[src/rtl/module_gate_ctrl.sv]
// Module-side gate controller: UART command decode, shadowed pattern,
// shoot-synchronised dead-time sequencing, watchdog and ACK/NAK replies.
module module_gate_ctrl #(
  parameter int         DEAD_CYCLES = 48,
  parameter int         WDOG_CYCLES = 4800000,
  parameter logic [7:0] ACK_BYTE    = 8'hA5,
  parameter logic [7:0] NAK_BYTE    = 8'h5A
) (
  input  logic       clk,
  input  logic       reset,
  input  logic [7:0] data_received,
  input  logic       rx_done,
  input  logic       parity_error,
  input  logic       shoot,
  input  logic       tx_busy,
  output logic [7:0] data_to_tx,
  output logic       start_tx,
  output logic [2:0] gate_h,
  output logic [2:0] gate_l,
  output logic       armed,
  output logic       fault
);

  localparam int DW = (DEAD_CYCLES > 1) ? $clog2(DEAD_CYCLES) : 1;
  localparam int WW = (WDOG_CYCLES > 1) ? $clog2(WDOG_CYCLES) : 1;
  // Loading N-1 and leaving at zero yields exactly N all-off cycles.
  localparam logic [DW-1:0] DEAD_LOAD = DW'(DEAD_CYCLES - 1);
  localparam logic [WW-1:0] WDOG_LAST = WW'(WDOG_CYCLES - 1);

  typedef enum logic [1:0] {
    SAFE,
    DEAD,
    DRIVE,
    FAULT
  } state_t;

  state_t        state;
  state_t        state_n;
  logic [DW-1:0] dcnt;
  logic [DW-1:0] dcnt_n;
  logic [WW-1:0] wcnt;
  logic [WW-1:0] wcnt_n;
  logic [5:0]    shadow;
  logic [5:0]    active;
  logic [5:0]    active_n;
  logic          trip;

  logic [2:0]    sh_sync;
  logic          edge_q;

  logic [1:0]    cmd;
  logic          rx_bad;
  logic          rx_ok;
  logic          is_load;
  logic          is_ping;
  logic          is_disarm;
  logic          is_ill;

  logic          pend;
  logic [7:0]    pend_byte;
  logic          reply_vld;
  logic [7:0]    reply_byte;

  assign cmd       = data_received[7:6];
  assign rx_bad    = rx_done & parity_error;
  assign rx_ok     = rx_done & ~parity_error;
  assign is_load   = rx_ok & (cmd == 2'b00);
  assign is_ping   = rx_ok & (cmd == 2'b01);
  assign is_disarm = rx_ok & (cmd == 2'b10);
  assign is_ill    = rx_ok & (cmd == 2'b11);

  assign gate_h = (state == DRIVE) ?
                  (active[5:3] & active[2:0]) : 3'b000;
  assign gate_l = (state == DRIVE) ?
                  (active[5:3] & ~active[2:0]) : 3'b000;

  // Synchronise the shoot pin and register a one-cycle rising-edge pulse.
  always_ff @(posedge clk or posedge reset) begin
    if (reset) begin
      sh_sync <= 3'b000;
      edge_q  <= 1'b0;
    end else begin
      sh_sync <= {sh_sync[1:0], shoot};
      edge_q  <= sh_sync[1] & ~sh_sync[2];
    end
  end

  // Next-state, dead-time and watchdog counter logic.
  always_comb begin
    state_n  = state;
    dcnt_n   = dcnt;
    wcnt_n   = wcnt;
    active_n = active;
    trip     = 1'b0;
    unique case (state)
      SAFE: begin
        if (edge_q && armed) begin
          state_n = DEAD;
          dcnt_n  = DEAD_LOAD;
        end
      end
      DEAD: begin
        if (edge_q) begin
          dcnt_n = DEAD_LOAD;
        end else if (dcnt == '0) begin
          state_n  = DRIVE;
          active_n = shadow;
          wcnt_n   = '0;
        end else begin
          dcnt_n = dcnt - 1'b1;
        end
      end
      DRIVE: begin
        if (edge_q) begin
          if (shadow != active) begin
            state_n = DEAD;
            dcnt_n  = DEAD_LOAD;
          end else begin
            wcnt_n = '0;
          end
        end else if (wcnt == WDOG_LAST) begin
          state_n = FAULT;
          trip    = 1'b1;
        end else begin
          wcnt_n = wcnt + 1'b1;
        end
      end
      FAULT: begin
        state_n = FAULT;
      end
      default: state_n = SAFE;
    endcase
    if (is_disarm) begin
      state_n = SAFE;
      trip    = 1'b0;
    end
  end

  // Select the reply for this cycle; DISARM and a watchdog trip take priority.
  always_comb begin
    reply_vld  = 1'b0;
    reply_byte = ACK_BYTE;
    unique case (1'b1)
      rx_bad:    begin reply_vld = 1'b1; reply_byte = NAK_BYTE; end
      is_load:   begin
        reply_vld  = 1'b1;
        reply_byte = fault ? NAK_BYTE : ACK_BYTE;
      end
      is_ping:   begin reply_vld = 1'b1; reply_byte = ACK_BYTE; end
      is_disarm: begin reply_vld = 1'b1; reply_byte = ACK_BYTE; end
      is_ill:    begin reply_vld = 1'b1; reply_byte = NAK_BYTE; end
      default:   begin reply_vld = 1'b0; reply_byte = ACK_BYTE; end
    endcase
    if (trip) begin
      reply_vld  = 1'b1;
      reply_byte = NAK_BYTE;
    end
  end

  // FSM state and sequencing counters.
  always_ff @(posedge clk or posedge reset) begin
    if (reset) begin
      state  <= SAFE;
      dcnt   <= '0;
      wcnt   <= '0;
      active <= 6'd0;
    end else begin
      state  <= state_n;
      dcnt   <= dcnt_n;
      wcnt   <= wcnt_n;
      active <= active_n;
    end
  end

  // Shadow pattern, armed and latched fault flags.
  always_ff @(posedge clk or posedge reset) begin
    if (reset) begin
      shadow <= 6'd0;
      armed  <= 1'b0;
      fault  <= 1'b0;
    end else begin
      if (is_load && !fault) begin
        shadow <= data_received[5:0];
        armed  <= 1'b1;
      end
      if (trip) begin
        armed <= 1'b0;
        fault <= 1'b1;
      end
      if (is_disarm) begin
        armed <= 1'b0;
        fault <= 1'b0;
      end
    end
  end

  // Single pending reply slot; a newer reply overwrites an unsent one.
  always_ff @(posedge clk or posedge reset) begin
    if (reset) begin
      pend       <= 1'b0;
      pend_byte  <= 8'd0;
      start_tx   <= 1'b0;
      data_to_tx <= 8'd0;
    end else begin
      start_tx <= 1'b0;
      if (pend && !tx_busy) begin
        start_tx   <= 1'b1;
        data_to_tx <= pend_byte;
        pend       <= 1'b0;
      end
      if (reply_vld) begin
        pend      <= 1'b1;
        pend_byte <= reply_byte;
      end
    end
  end

endmodule

[config.mk]
export PLATFORM = sky130hd
export DESIGN_NAME = module_gate_ctrl
export DESIGN_NICKNAME = d
export VERILOG_FILES = /design/src/rtl/module_gate_ctrl.sv
export SDC_FILE = /design/constraint.sdc
export NUM_CORES = 1
export LEC_CHECK = 0
export CAP_MARGIN = 20
export CORE_UTILIZATION = 40
export CTS_CLUSTER_DIAMETER = 120
export DETAILED_ROUTE_END_ITERATION = 16
export PLACE_DENSITY_LB_ADDON = 0.2
export SYNTH_ARGS = -nofsm -noshare
export SYNTH_HDL_FRONTEND = slang
export SYNTH_SLANG_ARGS = --single-unit
[constraint.sdc]
create_clock -name clk -period 2.5 [get_ports clk]
set_clock_uncertainty 0.15 [all_clocks]
set_input_delay 0.625 -clock clk [delete_from_list [all_inputs] [get_ports clk]]
set_output_delay 0.625 -clock clk [all_outputs]
set_load 0.005 [all_outputs]
* Word level (Yosys, flattened, before mapping) *
Index checks and enable logic that the tools add are counted.
Widths: inputs -> output; s select.

word-level totals
  bits in registers = 67
  word-level logic and storage cells = 107
  bits of input ports = 14
  output and inout bits = 17

cells by class
  multiplexer cells = 39
  equal/unequal tests = 21
  reduce and logical (&&, ||, !) cells = 19
  $add $sub $neg = 2
  bitwise operators = 13

operator list
  cell                   number
  $mux 23                5
  $pmux 23 s2            1
  $mux 6                 5
  $add 23x1->23 const B  1
  $eq 23x23->1 const B   1
  $ne 3x3->1 const B     6
  $pmux 6 s3             1
  $mux 8                 2
  $pmux 8 s2             1
  $reduce_and 5->1       3
  $mux 1                 14
  $mux 2                 7
  $eq 2x2->1 const B     4
  $ne 2x2->1 const B     4
  $ne 4x3->1 const B     2
  $pmux 2 s4             1
  $and 1x1->1            7
  $and 3x3->3            2
  $logic_not 6->1        1
  $mux 3                 2
  $ne 6x6->1             1
  $reduce_bool 2->1      3
  $reduce_bool 3->1      2
  $sub 6x1->6 const B    1
  10 further kinds       17

* Logic depth before layout (Yosys ltp) *
  depth in word-level cells = 7
  depth in mapped cells = 8
  mapped depth without buffers = 7

* Worst setup path before layout *
No wires, ideal clock.

  path type = reg-to-reg
  start point = register state[1]
  end point = register wcnt[0]
  period minus slack after synthesis = 2.086 ns
  setup time = 0.125 ns
  buffers on the path = 0
  cell stages (with the launch flop) = 6
  data required time = 2.225 ns
  path slack = 0.414 ns
  arrival = 1.811 ns
  cells stage by stage = dfrtp_1 -> or3b_4 -> nor4_4 -> or2_2 -> o21ai_1 -> mux2_2

between the ends
  longest elaborated chain between the ends = 3
  elaborated cells on any way between the ends = 9
  classes of those cells = eq/ne (6); mux (1); reduce/logical (2)

RTL lines
  item                                                 RTL line  text
  start, declared                                      37        state_t state;
  start signal, assigned                               168       state <= state_n;
  $eq 2x2->1 or $eq 2x1->1 (tied branches)             95        unique case (state)
  $ne 3x3->1 (no source line) (tied with other cells)  --
  $reduce_and 5->1 (no source line)                    --
  end signal, assigned                                 170       wcnt <= wcnt_n;
  end, declared                                        41        logic [WW-1:0] wcnt;

Parallel ways exist; a longest one is shown, timed or not.
A chain may end at the register's enable or synchronous reset.

* Worst setup path after layout *
  start point = register state[0]
  end point = output gate_h[2]

between the ends
  longest elaborated chain between the ends = 2

RTL lines
  item           RTL line  text
  $eq 2x2->1     72        assign gate_h = (state == DRIVE) ?
  $mux 3         72
  end, declared  18        output logic [2:0] gate_h,

Every way passes these cells.

==> impl_metrics.py <==
metrics = {
    "outcome": {
        "status": "finished, final reports clean",
    },
    "routing": {
        "drt_pass1_iterations": 4,
        "wl_per_cell_um": 14.83,
        "wl_met3_um": 273,
        "ant_nets": 0,
        "via_per_inst": 5.510,
        "vias": 2364,
        "route.detailed.drc": 0,
        "highest_layer": "met4",
        "postRouteWirelength_mm": 6.362,
        "drtIter0Drc": 158,
        "wl_met2_mm": 2.883,
        "wl_met1_mm": 3.149,
    },
    "pwr": {
        "power_per_cell_area_nw_per_um2": 692.4,
        "p_leak_uw": 0.001523,
        "ir_drop_mv": 0.3015,
    },
    "placement": {
        "pre_cts_slack_ps": 69.02,
        "port_buffers": 30,
        "gp_congestion": 0.8436,
        "dpl.hpwl_mm": 4.477,
    },
    "final_layout": {
        "area_growth_pct": 19.48,
        "diodes": 0,
        "layout.nets": 350,
        "nFillCells": 636,
        "layout-drive-gt1-share_pct": 13.81,
    },
    "global_route": {
        "grt_pass1_vias": 2220,
        "grt_overflow_total": 0,
        "track_usage_pct": 17.97,
        "antenna_found_initial": 0,
        "grt_pass1_wl_mm": 10.61,
        "grt_start_max_net_pins": 21,
    },
    "cts": {
        "cts_buffers": 5,
        "ctsHoldBuffers": 0,
        "numClockSinks": 55,
        "clock_latency_ps": 310,
        "htreeDepth": 2,
        "ctsLongestPathBuffers": 2,
        "clk_pin_slew_worst_paths_ps": 100,
        "cts_tree": "done",
        "cts_root_buf": "clkbuf_8",
    },
    "timing": {
        "slew_headroom_pct": 57.84,
        "fmax_mhz": 410.2,
        "min_period_over_period_pct": 97.52,
        "setup_ws_ps": 62.11,
        "finalSetupViolCount": 0,
        "setup_tns_ps": 0,
        "finalMaxSlewViolations": 0,
        "hold_violations": 0,
        "tightest_slew_ps": 626.7,
        "min_period_ps": 2438,
    },
    "logic_synthesis": {
        "yosysSeqAreaShare_pct": 47.62,
        "synth_nets": 316,
        "syn_area_per_cell_um2": 9.666,
        "ys_types": 48,
        "yosysTopAreaCell": "dfrtp_1",
        "synth_area_um2": 2890,
        "yosys_warnings": 0,
        "synth_top_area_share_pct": 47.62,
        "synthCells": 299,
        "synth_ff_type": "dfrtp_1",
        "synth.ff_latch_count": 55,
        "ys_async_sr_fraction_pct": 100.0,
        "synth_edf_count": 0,
        "ys_top_cells_by_area": "dfrtp_1 (48%), mux2_2 (6.2%), a31oi_1 (4.3%), o21ai_0 (3.1%), nor2_1 (3.1%)",
    },
    "critical_path": {
        "cp_max_fo": 7,
        "cp.arrival_ps": 1660,
        "required_ps": 1730,
        "crit_path_end_kind": "primary output",
        "worst_setup_path_start_kind": "register",
        "crit_type": "reg -> out",
    },
    "die": {
        "die_w_um": 87.01,
        "die_area_um2": 7570,
        "coreArea_um2": 6869,
        "ios": 31,
        "die_height_um": 87.01,
        "initial_core_util_pct": 42.08,
        "num_rows": 30,
    },
    "job": {
        "drv_cap": 0,
    },
    "min_path": {
        "min_path_type": "reg -> reg",
    },
}
## kinds of logic after synthesis
group                    Yosys count  synth area share (%)
flip-flops                        55                 47.62
multiplexers                      16                 6.234
AO/OA/AOI/OAI                     72                 15.84
buffers and inverters             25                 4.199
AND/OR/NAND/NOR                  122                 22.99
adder cells (fa/ha/maj)            3                 1.299
XOR/XNOR                           6                 1.818
## per-layer routing
metal | up-vias | track usage, %
met4 | 0 | 4.697
met2 | 46 | 29.63
met3 | 7 | 2.938
li1 | 1165 | -
met1 | 1146 | 24.58
met5 | - | 0
## repair_timing
action | in CTS | in global routing
pin swaps | 0 | 0
setup buffers | 2 | 1
setup endpoints to repair | 6 | 4
endpoints found under the hold margin | 0 | 0
gates resized for setup | 2 | 1
## power by group
group          switching (uW)  internal (uW)  total (uW)
Clock                     288            293         581
Combinational             384            329         713
Sequential               97.7            999        1100
Total                     770           1620        2390
## worst paths after layout
| kind | startpoint | to | slack, ps | cells after the start |
|---|---|---|---|---|
| setup reg to reg | state[1] | wcnt[2] | 280 | 6 |
| max in group asynchronous | reset | state[1] | 1270 | 3 |
| hold reg to reg | sh_sync[0] | sh_sync[1] | 220 | 0 |
| setup / recovery | state[0] | gate_h[2] | 60 | 4 |
| min in group asynchronous | reset | wcnt[14] | 480 | 2 |
| hold / removal | sh_sync[0] | sh_sync[1] | 220 | 0 |
## synth_stat cells, drive strengths merged, types with 8 or more instances
cell    n
dfrtp  55
mux2   16
and3    9
buf     9
nor2   25
inv    10
nand3  17
nand2  20
nor3   10
a21oi  12
nor4    8
a31oi  20
o21ai  19
## metrics by stage
step	area [um^2]	hold WS, ps	power [uW]	util, %	instances
after floorplan	2890	181.2	1566	-	299
after global placement	3319	183.3	1774	48.32	419
after detailed placement	3319	203.5	1792	48.32	419
after CTS	3443	226.3	2399	50.13	428
after global routing	3453	230.6	2537	50.27	429
final	3453	220.8	2391	50.27	429
## layout make-up
| type | instances | area [um^2] | area share, % |
|---|---|---|---|
| multi-input cells | 219 | 1393 | 40.33 |
| flip-flops and latches | 55 | 1379 | 39.93 |
| repair buffers | 42 | 417.9 | 12.10 |
| well taps | 96 | 120.1 | 3.478 |
| clock buffers | 5 | 68.82 | 1.993 |
| clock inverters | 2 | 37.54 | 1.087 |
| inverters | 10 | 37.54 | 1.087 |
## registers in the layout (all words and copies together) (netlist names)
name,cells
dcnt,6
pend_byte,2
pend,1
state,2
armed,1
shadow,6
fault,1
edge_q,1
active,6
sh_sync,3
start_tx,1
wcnt,23
data_to_tx,2
## placed cells by master, fill, tap and decap left out, types with 9 or more instances in the layout
cell,instances
nand3_1,17
nor2_1,24
mux2_2,16
inv_1,9
clkdlybuf4s50_1,29
and3_1,9
nand2_1,19
a31oi_1,20
nor3_1,10
dfrtp_1,53
buf_4,10
a21oi_1,12
o21ai_0,18
## critical path, stage by stage (launching register included)
cell	delay [ps]
dfrtp_2	420
nor2b_1	110
buf_4	160
and3_1	170
clkdlybuf4s50_1	500
(Power assumes the default switching activity.)
